**src/rtl/decrypt_ctrl.sv**
```systemverilog
// decrypt_ctrl: builds the ciphertext, sequences the decrypt core and scans plaintext[31:0] onto 8 hex digits.
// Optional RUN-state watchdog is compiled in with `define DEC_TIMEOUT_EN.

module decrypt_ctrl #(
    parameter logic [111:0] CT_HI     = 112'h646e277420646563727970742074,
    parameter int unsigned  SCAN_BITS = 21,
    parameter int unsigned  TIMEOUT   = 4096
) (
    input  logic         clk,
    input  logic         rst,
    input  logic         start,
    input  logic [15:0]  sw,
    output logic         core_rst,
    output logic [127:0] core_c,
    input  logic [127:0] core_p,
    input  logic         core_tag_ok,
    input  logic         core_done,
    output logic         busy,
    output logic         valid,
    output logic         fail,
    output logic [7:0]   an,
    output logic [3:0]   nibble
);

    typedef enum logic [1:0] {
        S_IDLE,
        S_LOAD,
        S_RUN,
        S_DONE
    } state_t;

    state_t               state_q;
    logic                 core_rst_q;
    logic                 busy_q;
    logic                 valid_q;
    logic                 fail_q;
    logic [15:0]          sw_q;
    logic [31:0]          p_q;
    logic [SCAN_BITS-1:0] scan_q;
    logic [7:0]           an_q;
    logic [3:0]           nibble_q;
    logic [3:0]           nibble_d;
    logic [2:0]           digit;
    logic [4:0]           bit_idx;
    logic                 to_hit;
    logic                 unused_p_hi;

    // Only plaintext[31:0] is ever displayed.
    assign unused_p_hi = ^core_p[127:32];

`ifdef DEC_TIMEOUT_EN
    localparam int unsigned TO_W = (TIMEOUT > 2) ? $clog2(TIMEOUT) : 1;
    logic [TO_W-1:0] to_q;
    assign to_hit = (to_q == TO_W'(TIMEOUT - 1));
`else
    logic unused_timeout;
    assign to_hit         = 1'b0;
    assign unused_timeout = TIMEOUT[0];
`endif

    always_ff @(posedge clk) begin
        if (rst) begin
            state_q    <= S_IDLE;
            core_rst_q <= 1'b1;
            busy_q     <= 1'b0;
            valid_q    <= 1'b0;
            fail_q     <= 1'b0;
            sw_q       <= '0;
            p_q        <= '0;
`ifdef DEC_TIMEOUT_EN
            to_q       <= '0;
`endif
        end else begin
            case (state_q)
                S_IDLE, S_DONE: begin
                    // Results are cleared on entry so they already read 0 during LOAD.
                    if (start) begin
                        state_q <= S_LOAD;
                        busy_q  <= 1'b1;
                        valid_q <= 1'b0;
                        fail_q  <= 1'b0;
                        p_q     <= '0;
                    end
                end
                S_LOAD: begin
                    sw_q       <= sw;
                    core_rst_q <= 1'b0;
                    state_q    <= S_RUN;
`ifdef DEC_TIMEOUT_EN
                    to_q       <= '0;
`endif
                end
                S_RUN: begin
                    if (core_done) begin
                        state_q    <= S_DONE;
                        core_rst_q <= 1'b1;
                        busy_q     <= 1'b0;
                        if (core_tag_ok) begin
                            valid_q <= 1'b1;
                            p_q     <= core_p[31:0];
                        end else begin
                            fail_q  <= 1'b1;
                            p_q     <= '0;
                        end
                    end else if (to_hit) begin
                        state_q    <= S_DONE;
                        core_rst_q <= 1'b1;
                        busy_q     <= 1'b0;
                        fail_q     <= 1'b1;
                        p_q        <= '0;
                    end
`ifdef DEC_TIMEOUT_EN
                    else begin
                        to_q <= to_q + 1'b1;
                    end
`endif
                end
                default: state_q <= S_IDLE;
            endcase
        end
    end

    assign digit   = scan_q[SCAN_BITS-1 -: 3];
    assign bit_idx = {digit, 2'b00};

    always_comb begin
        nibble_d = 4'h0;
        if (valid_q) begin
            nibble_d = p_q[bit_idx +: 4];
        end else if (fail_q) begin
            nibble_d = 4'hE;
        end
    end

    always_ff @(posedge clk) begin
        if (rst) begin
            scan_q   <= '0;
            an_q     <= '1;
            nibble_q <= '0;
        end else begin
            scan_q   <= scan_q + 1'b1;
            an_q     <= ~(8'b1 << digit);
            nibble_q <= nibble_d;
        end
    end

    assign core_rst = core_rst_q;
    assign core_c   = {CT_HI, sw_q};
    assign busy     = busy_q;
    assign valid    = valid_q;
    assign fail     = fail_q;
    assign an       = an_q;
    assign nibble   = nibble_q;

endmodule
```
**config.mk**
```make
export PLATFORM = sky130hd
export DESIGN_NAME = decrypt_ctrl
export DESIGN_NICKNAME = d
export VERILOG_FILES = /design/src/rtl/decrypt_ctrl.sv
export SDC_FILE = /design/constraint.sdc
export NUM_CORES = 1
export LEC_CHECK = 0
export ABC_AREA = 0
export ABC_CLOCK_PERIOD_IN_PS = 1850
export BUFFER_PORTS_ARGS = -buffer_cell sky130_fd_sc_hd__buf_4
export CAP_MARGIN = 20
export CORE_MARGIN = 4
export CORE_UTILIZATION = 38
export CTS_CLUSTER_DIAMETER = 120
export DETAILED_ROUTE_END_ITERATION = 8
export GPL_TIMING_DRIVEN = 0
export PLACE_DENSITY = 0.85
export SLEW_MARGIN = 20
export SYNTH_ARGS = -nofsm -noshare
export SYNTH_HDL_FRONTEND = slang
export SYNTH_SLANG_ARGS = --single-unit
```
**constraint.sdc**
```tcl
create_clock -name clk -period 1.85 [get_ports clk]
set_input_delay 0.37 -clock clk [delete_from_list [all_inputs] [get_ports clk]]
set_output_delay 0.37 -clock clk [all_outputs]
set_load 0.1 [all_outputs]
```
# Yosys cells after proc, flatten, opt, wreduce, memory -nomap -nowiden
# Cells that the tools add are included.
[word_totals]
register_bits = 87
input_bits = 149
output_inout_bits = 144
wordCells = 51
[classes]
addsub = 1
n_eq_ne = 7
shifts = 2
muxes = 21
bitwise = 1
reduce_logical = 9
[ops]
columns = ["operator", "n"]
rows = [
  ["two-way mux 32 bit", 3],
  ["one-hot mux 32 bit (2 select lines)", 1],
  ["variable part select 32 x 6 -> 4 bit", 1],
  ["adder 21 x 1 -> 21 bit (second input constant)", 1],
  ["two-way mux 1 bit", 8],
  ["two-way mux 4 bit", 2],
  ["!= test 2 bit (second input constant)", 4],
  ["inverter 8 bit", 1],
  ["one-hot mux 1 bit (2 select lines)", 4],
  ["AND reduction 4 bit", 2],
  ["left shift 1 x 3 -> 8 bit (first input constant)", 1],
  ["one-hot mux 2 bit (3 select lines)", 1],
  ["== test 2 bit (second input constant)", 2],
  ["two-way mux 2 bit", 2],
  ["AND reduction 2 bit", 2],
  ["nonzero test 2 bit", 2],
  ["AND reduction 3 bit", 1],
  ["== test 2 x 1 -> 1 bit (second input constant)", 1],
  ["logical NOT 2 bit", 1],
  ["OR reduction 2 bit", 1],
]

# Depth between registers and ports, before layout
# Gate-level depths: netlist (run 1).
[logic_depth]
depth_word = 4
ltp_mapped = 8
mapped_depth_nobuf = 6

# Worst setup path before layout (run 1)
# OpenSTA, ideal clock, no wires.
[synth_path]
path_kind = "reg2reg"
startpoint = "register state_q[0]"
endpoint = "register p_q[0]"
setup_ns = 0.070
arrival_ns = 1.771
t_required_ns = 1.780
setup_slack_ns = 0.009
stages_incl_launch_ff = 8
path_buffers = 1
period_less_slack_ns = 1.841
cell_sequence = "dfxtp_1 -> inv_1 -> ha_1 -> nor2b_1 -> nor3_1 -> clkbuf_1 -> nand3_1 -> a21oi_1"
[synth_via]
elab_chain_len = 4
word_cells_on_any_way = 9
cone_classes = "4 x eq/ne; 1 x mux; 4 x reduce/logical"
[synth_rtl]
columns = ["element", "line", "text"]
rows = [
  ["start, declared", "32", "state_t state_q;"],
  ["start signal, assigned", "63", "state_q <= S_IDLE;"],
  ["start signal, assigned", "78", "state_q <= S_LOAD;"],
  ["start signal, assigned", "88", "state_q <= S_RUN;"],
  ["== test 2 bit / logical NOT 2 bit (equally long branches)", "74", "case (state_q)"],
  ["OR reduction 2 bit", "74", ""],
  ["!= test 2 bit (no line) / nonzero test 2 bit (equally long branches)", "--", ""],
  ["AND reduction 3 bit (no line)", "--", ""],
  ["end signal, assigned", "100", "p_q <= core_p[31:0];"],
  ["end, declared", "38", "logic [31:0] p_q;"],
]
# Several ways; a longest one is shown, not always the timed one.
# A chain may end at the register's enable or synchronous reset.

# Worst setup path after layout (run 1)
[layout_path]
startpoint = "register scan_q[0]"
endpoint = "register scan_q[20]"
[layout_via]
elab_chain_len = 1
[layout_rtl]
columns = ["element", "line", "text"]
rows = [
  ["start, declared", "39", "logic [SCAN_BITS-1:0] scan_q;"],
  ["start signal, assigned", "141", "scan_q <= scan_q + 1'b1;"],
  ["adder 21 x 1 -> 21 bit", "141", ""],
]
# No other way between the ends.

==> out/metrics.yaml, run 1 <==
clock_tree:
  cts_sinks: 87
  cts_max_path_buffers: 2
  cts_tree: "done"
  cts_inserted_buffers: 9
  htreeDepth: 3
  clock_latency_ps: 330
  cts-root-buf: "clkbuf_16"
  path_clk_slew_ps: 70
  ctsHoldBuffers: 0
drt:
  drt_iter0_drc: 140
  drc: 0
  wire_per_inst_um: 11.6
  ant_nets: 0
  firstDrtPassIters: 4
  routed_via_density: 4.19
  vias: 3534
  routed_wl_mm: 9.78
critical_path:
  path_max_fanout: 8
  path_class: "register to register"
  required_ps: 2120
  startpoint_type: "register"
  crit_arrival_ps: 2060
  end_kind: "register"
floorplanning:
  row_count: 38
  start_util_pct: 39.2
  fp.dieW_um: 114
  dieHeight_um: 114
  dieArea_um2: 13100
  core_um2: 10900
  num_io_pins: 293
sta:
  hold_viol_final: 0
  worst_pin_slew_ps: 581
  clock_skew_ps: 6.19
  period_minus_slack_ps: 1790
  post-route-period-util_pct: 97.0
  slew_viol_final: 0
  relSlewSlack_pct: 61.2
  setup_violations: 0
  max_clock_freq_mhz: 557
  setup_tns_ps: 0
  rsz0062_at_grt: "yes"
synthesis:
  ys_warn_count: 0
  async_flop_share_pct: 0
  synth.distinct_cells: 31
  ys_seq_elements: 87
  synth_top_cells_by_count: "112 x buf_4, 87 x dfxtp_1, 50 x a21oi_1"
  yosysTopAreaCellShare_pct: 40.6
  netlist_area_um2: 4290
  synth_edf_count: 0
  netlist_top_cells_area: "dfxtp_1 41%, buf_4 20%, a21oi_1 5.8%"
  synth.most_common_cell: "buf_4"
  synthFlopType: "dfxtp_1"
  yosysTopAreaCell: "dfxtp_1"
  yosysSeqAreaShare_pct: 40.6
  syn_avg_cell_area_um2: 8.71
  netlist_instances: 493
global_routing:
  grt_max_degree: 17
  first_global_vias: 3154
  grt_pass1_wl_mm: 15.0
  overflow: 0
  antenna_found_initial: 0
  gr-usage-all-layers_pct: 14.1
place:
  io_buffers: 83
  gp_congestion: 0.789
  dp_hpwl_mm: 7.80
pwr:
  power.leakage_nw: 2.70
  ir_drop_mv: 0.800
  pwr_density_cell_nw_per_um2: 1380
outcome:
  outcome: "complete, no violations"
finish:
  fin_nets: 851
  num_antenna_cells: 0
  fin_util_pct: 54.4
  drive_above_1_share_pct: 35.7
  area_delta_synth_final_pct: 38.6
flow_run:
  max_cap_viol_count: 0
worst_hold_path:
  hold_class: "input port to register"
[sequential cells by signal, summed over array words and instances, names as in the netlist, 2 cells and up]
register / flops
an: 8
nibble: 4
p_q: 32
scan_q: 21
state_q: 2
sw_q: 16
[kinds of logic (layout without fill, tap and decap cells)]
kind of cell,Yosys count,count (layout),synth area share [%]
mux,28,28,8.86
flops,87,87,40.6
compound gates,61,61,7.23
fa+ha+maj,3,3,0.875
xor+xnor,11,11,2.24
simple gates,155,155,17.4
buf+inv,146,247,22.7
other cells,2,112,0.175
[critical path: stages, from the launching register on]
cell and delay, ps:
dfxtp_4 370, ha_4 160, nand4_4 140, or4_4 440
buf_6 140, or3_1 340, a21oi_1 130
[per-layer routing]
metal  routed length (µm)  share of wire (%)  up-vias  GRT usage [%]
met5                    0                  0        -              0
met4                  112                1.1        0           3.56
met3                 1150                 12       10           5.81
met2                 4550                 47      151           23.0
met1                 3970                 41     1535           17.4
li1                     -                  -     1838              -
[path summary, 6_finish.rpt]
path / start / endpoint / slack [ps] / depth (start not counted)
max: scan_q[0]$_SDFF_PP0_ / scan_q[20]$_SDFF_PP0_ / 60 / 6
min: sw[3] / sw_q[3]$_SDFFE_PP0N_ / 270 / 3
max reg2reg: scan_q[0]$_SDFF_PP0_ / scan_q[20]$_SDFF_PP0_ / 60 / 6
min reg2reg: scan_q[0]$_SDFF_PP0_ / scan_q[0]$_SDFF_PP0_ / 450 / 1
[cells in the final DEF (no fill, tap or decap), drive strengths merged]
cell type / instances
or4: 1
nand4: 4
a21oi: 50
o21bai: 2
nor3: 6
clkinv: 2
inv: 10
nand3: 42
nor2: 34
clkbuf: 26
mux4: 8
nand2: 42
dfxtp: 87
and2: 2
nor2b: 6
o21ai: 9
nand4bb: 1
ha: 3
xor2: 5
nand2b: 1
and3: 1
conb: 112
and4: 4
xnor2: 6
buf: 208
bufinv: 1
or3: 10
mux2i: 20
nor3b: 1
[stage by stage]
stage	hold WS, ps	std cells	instance area [µm²]	worst slack, ps	power, W
global placement	436	826	5500	-438	0.00600
finish	272	844	5950	55.9	0.00823
floorplan	429	603	4700	8.90	0.00542
CTS	263	841	5870	9.46	0.00805
detailed placement	443	826	5500	-408	0.00603
global route	276	844	5950	-27.4	0.00861
[final cells by class]
class	count	area, µm²
plain buffers	137	978
clock buffers	10	239
clock inverters	6	76.3
fillers	1028	4990
inverters	7	26.3
multi-input cells	370	2050
flip-flops and latches	87	1750
well taps	140	175
repair buffers	87	653
[power breakdown]
group	total, W	internal [W]	leakage [nW]	switching (W)
combinational	0.00412	0.00109	1.84	0.00304
clock	0.00188	0.00111	0.156	0.000774
sequential	0.00223	0.00209	0.707	0.000134
total	0.00823	0.00429	2.70	0.00394
[repair_timing]
action	4_1_cts	5_1_grt
gates resized for setup	18	28
buffers inserted	0	4
pin swaps	0	2
setup endpoints to repair	38	37
Power figures use the tool's default switching activity.
==> run 2: changes to the inputs <==
Settings changed: CORE_UTILIZATION 38 to 30, HOLD_SLACK_MARGIN set to 0.06, PLACE_DENSITY 0.85 to 0.71.
==> out/metrics.yaml, run 2 (synthesis gave the netlist of run 1 again) <==
outcome:
  outcome: "complete, no violations"
place:
  io_buffers: 83
  dp_hpwl_mm: 7.95
  dp.cells: 866
  gp_congestion: 0.795
floorplanning:
  row_count: 43
  fp.dieW_um: 128
  num_io_pins: 293
  core_um2: 13900
  start_util_pct: 30.8
  dieHeight_um: 128
  dieArea_um2: 16300
global_routing:
  antenna_found_initial: 0
  overflow: 0
  gr-usage-all-layers_pct: 12.3
  grt_pass1_wl_mm: 15.8
  grt_max_degree: 17
  first_global_vias: 3122
critical_path:
  path_max_fanout: 8
  path_cells: "ha_4 > nand4_4 > or4_4 > buf_6 > or3_1 > a21oi_1"
  required_ps: 2120
  startpoint_type: "register"
  slowest_delay_ps: 440
  path_class: "register to register"
  cp.depth: 6
  crit_path_top_delay_cell: "or4_4"
  crit_arrival_ps: 2070
  end_kind: "register"
  path_buf_inv: 1
  cp_top_family: "simple AND/OR/NAND/NOR gates"
  reg2reg_depth: 6
clock_tree:
  cts_sinks: 87
  cts-root-buf: "clkbuf_16"
  cts_inserted_buffers: 9
  cts_tree: "done"
  ctsHoldBuffers: 0
  path_clk_slew_ps: 70
  htreeDepth: 3
  clock_latency_ps: 340
  cts_max_path_buffers: 2
flow_run:
  max_cap_viol_count: 0
sta:
  period_minus_slack_ps: 1800
  post-route-period-util_pct: 97.6
  hold_viol_final: 0
  clock_skew_ps: 8.39
  worst_pin_slew_ps: 631
  max_clock_freq_mhz: 554
  rsz0062_at_grt: "yes"
  setup_violations: 0
  slew_viol_final: 0
  setup_tns_ps: 0
  relSlewSlack_pct: 57.9
drt:
  wire_per_inst_um: 11.8
  vias: 3546
  routed_via_density: 4.00
  firstDrtPassIters: 4
  routed_wl_mm: 10.5
  ant_nets: 0
  drc: 0
  drt_iter0_drc: 152
finish:
  largest_reg_flops: 32
  regMostFlops: "p_q"
  num_antenna_cells: 0
  fin_nets: 854
  fin_cells: 887
  reg_top3: "p_q: 32 flops, scan_q: 21 flops, sw_q: 16 flops"
  drive_above_1_share_pct: 36.2
  layout_commonest_cell: "buf_4"
  area_delta_synth_final_pct: 40.4
  final_cell_mix: "205 x buf_4, 112 x conb_1, 84 x dfxtp_1"
pwr:
  power.leakage_nw: 2.70
  pwr_density_cell_nw_per_um2: 1360
  ir_drop_mv: 0.867
worst_hold_path:
  min_path_cells: 3
  hold_class: "input port to register"
run 2: layer usage:
layer	vias up	track usage, %	wire, µm	share of wire, %
met5	-	0	0	0
li1	1844	-	-	-
met3	10	6.15	1370	13
met2	165	18.7	4530	43
met1	1527	15.4	4430	42
met4	0	3.75	138	1.3
run 2: per-stage QoR:
step / utilization, % / worst slack (ps) / power, W / hold WS [ps] / cell area [µm²]
final: 43.2 / 45.1 / 0.00820 / 260 / 6020
after global routing: 43.2 / -29.4 / 0.00859 / 255 / 6020
after CTS: 42.5 / -21.0 / 0.00806 / 250 / 5920
after detailed placement: 39.8 / -542 / 0.00605 / 444 / 5550
after global placement: 39.8 / -547 / 0.00603 / 434 / 5550
after floorplan: - / 8.90 / 0.00542 / 429 / 4700
run 2: path summary, 6_finish.rpt:
| path | from | endpoint | slack, ps |
|---|---|---|---|
| max | scan_q[0]$_SDFF_PP0_ | scan_q[20]$_SDFF_PP0_ | 50 |
| min reg2reg | p_q[15]$_SDFFE_PP0P_ | p_q[15]$_SDFFE_PP0P_ | 450 |
| min | sw[0] | sw_q[0]$_SDFFE_PP0N_ | 260 |
| max reg2reg | scan_q[0]$_SDFF_PP0_ | scan_q[20]$_SDFF_PP0_ | 50 |
run 2: worst min-delay path, delay by kind of cell:
kind | cells | cell delay (ps)
simple gates | 1 | 70
buf+inv | 1 | 70
mux | 1 | 50
run 2: area by class of cell:
| cell class | count | area, µm² |
|---|---|---|
| plain buffers | 137 | 985 |
| multi-input cells | 370 | 2060 |
| clock inverters | 7 | 77.6 |
| well taps | 180 | 225 |
| inverters | 7 | 26.3 |
| flip-flops and latches | 87 | 1750 |
| repair buffers | 90 | 676 |
| clock buffers | 9 | 225 |
| fillers | 1392 | 7910 |
run 2: power breakdown:
part / total, W / internal [W] / switching (W)
Combinational: 0.00414 / 0.00108 / 0.00307
Sequential: 0.00222 / 0.00209 / 0.000131
Clock: 0.00184 / 0.00106 / 0.000775
run 2: repair_timing:
item,4_1_cts,5_1_grt
buffers inserted,0,7
resized for setup,21,29
setup endpoints to repair,38,42
pin swaps,1,2
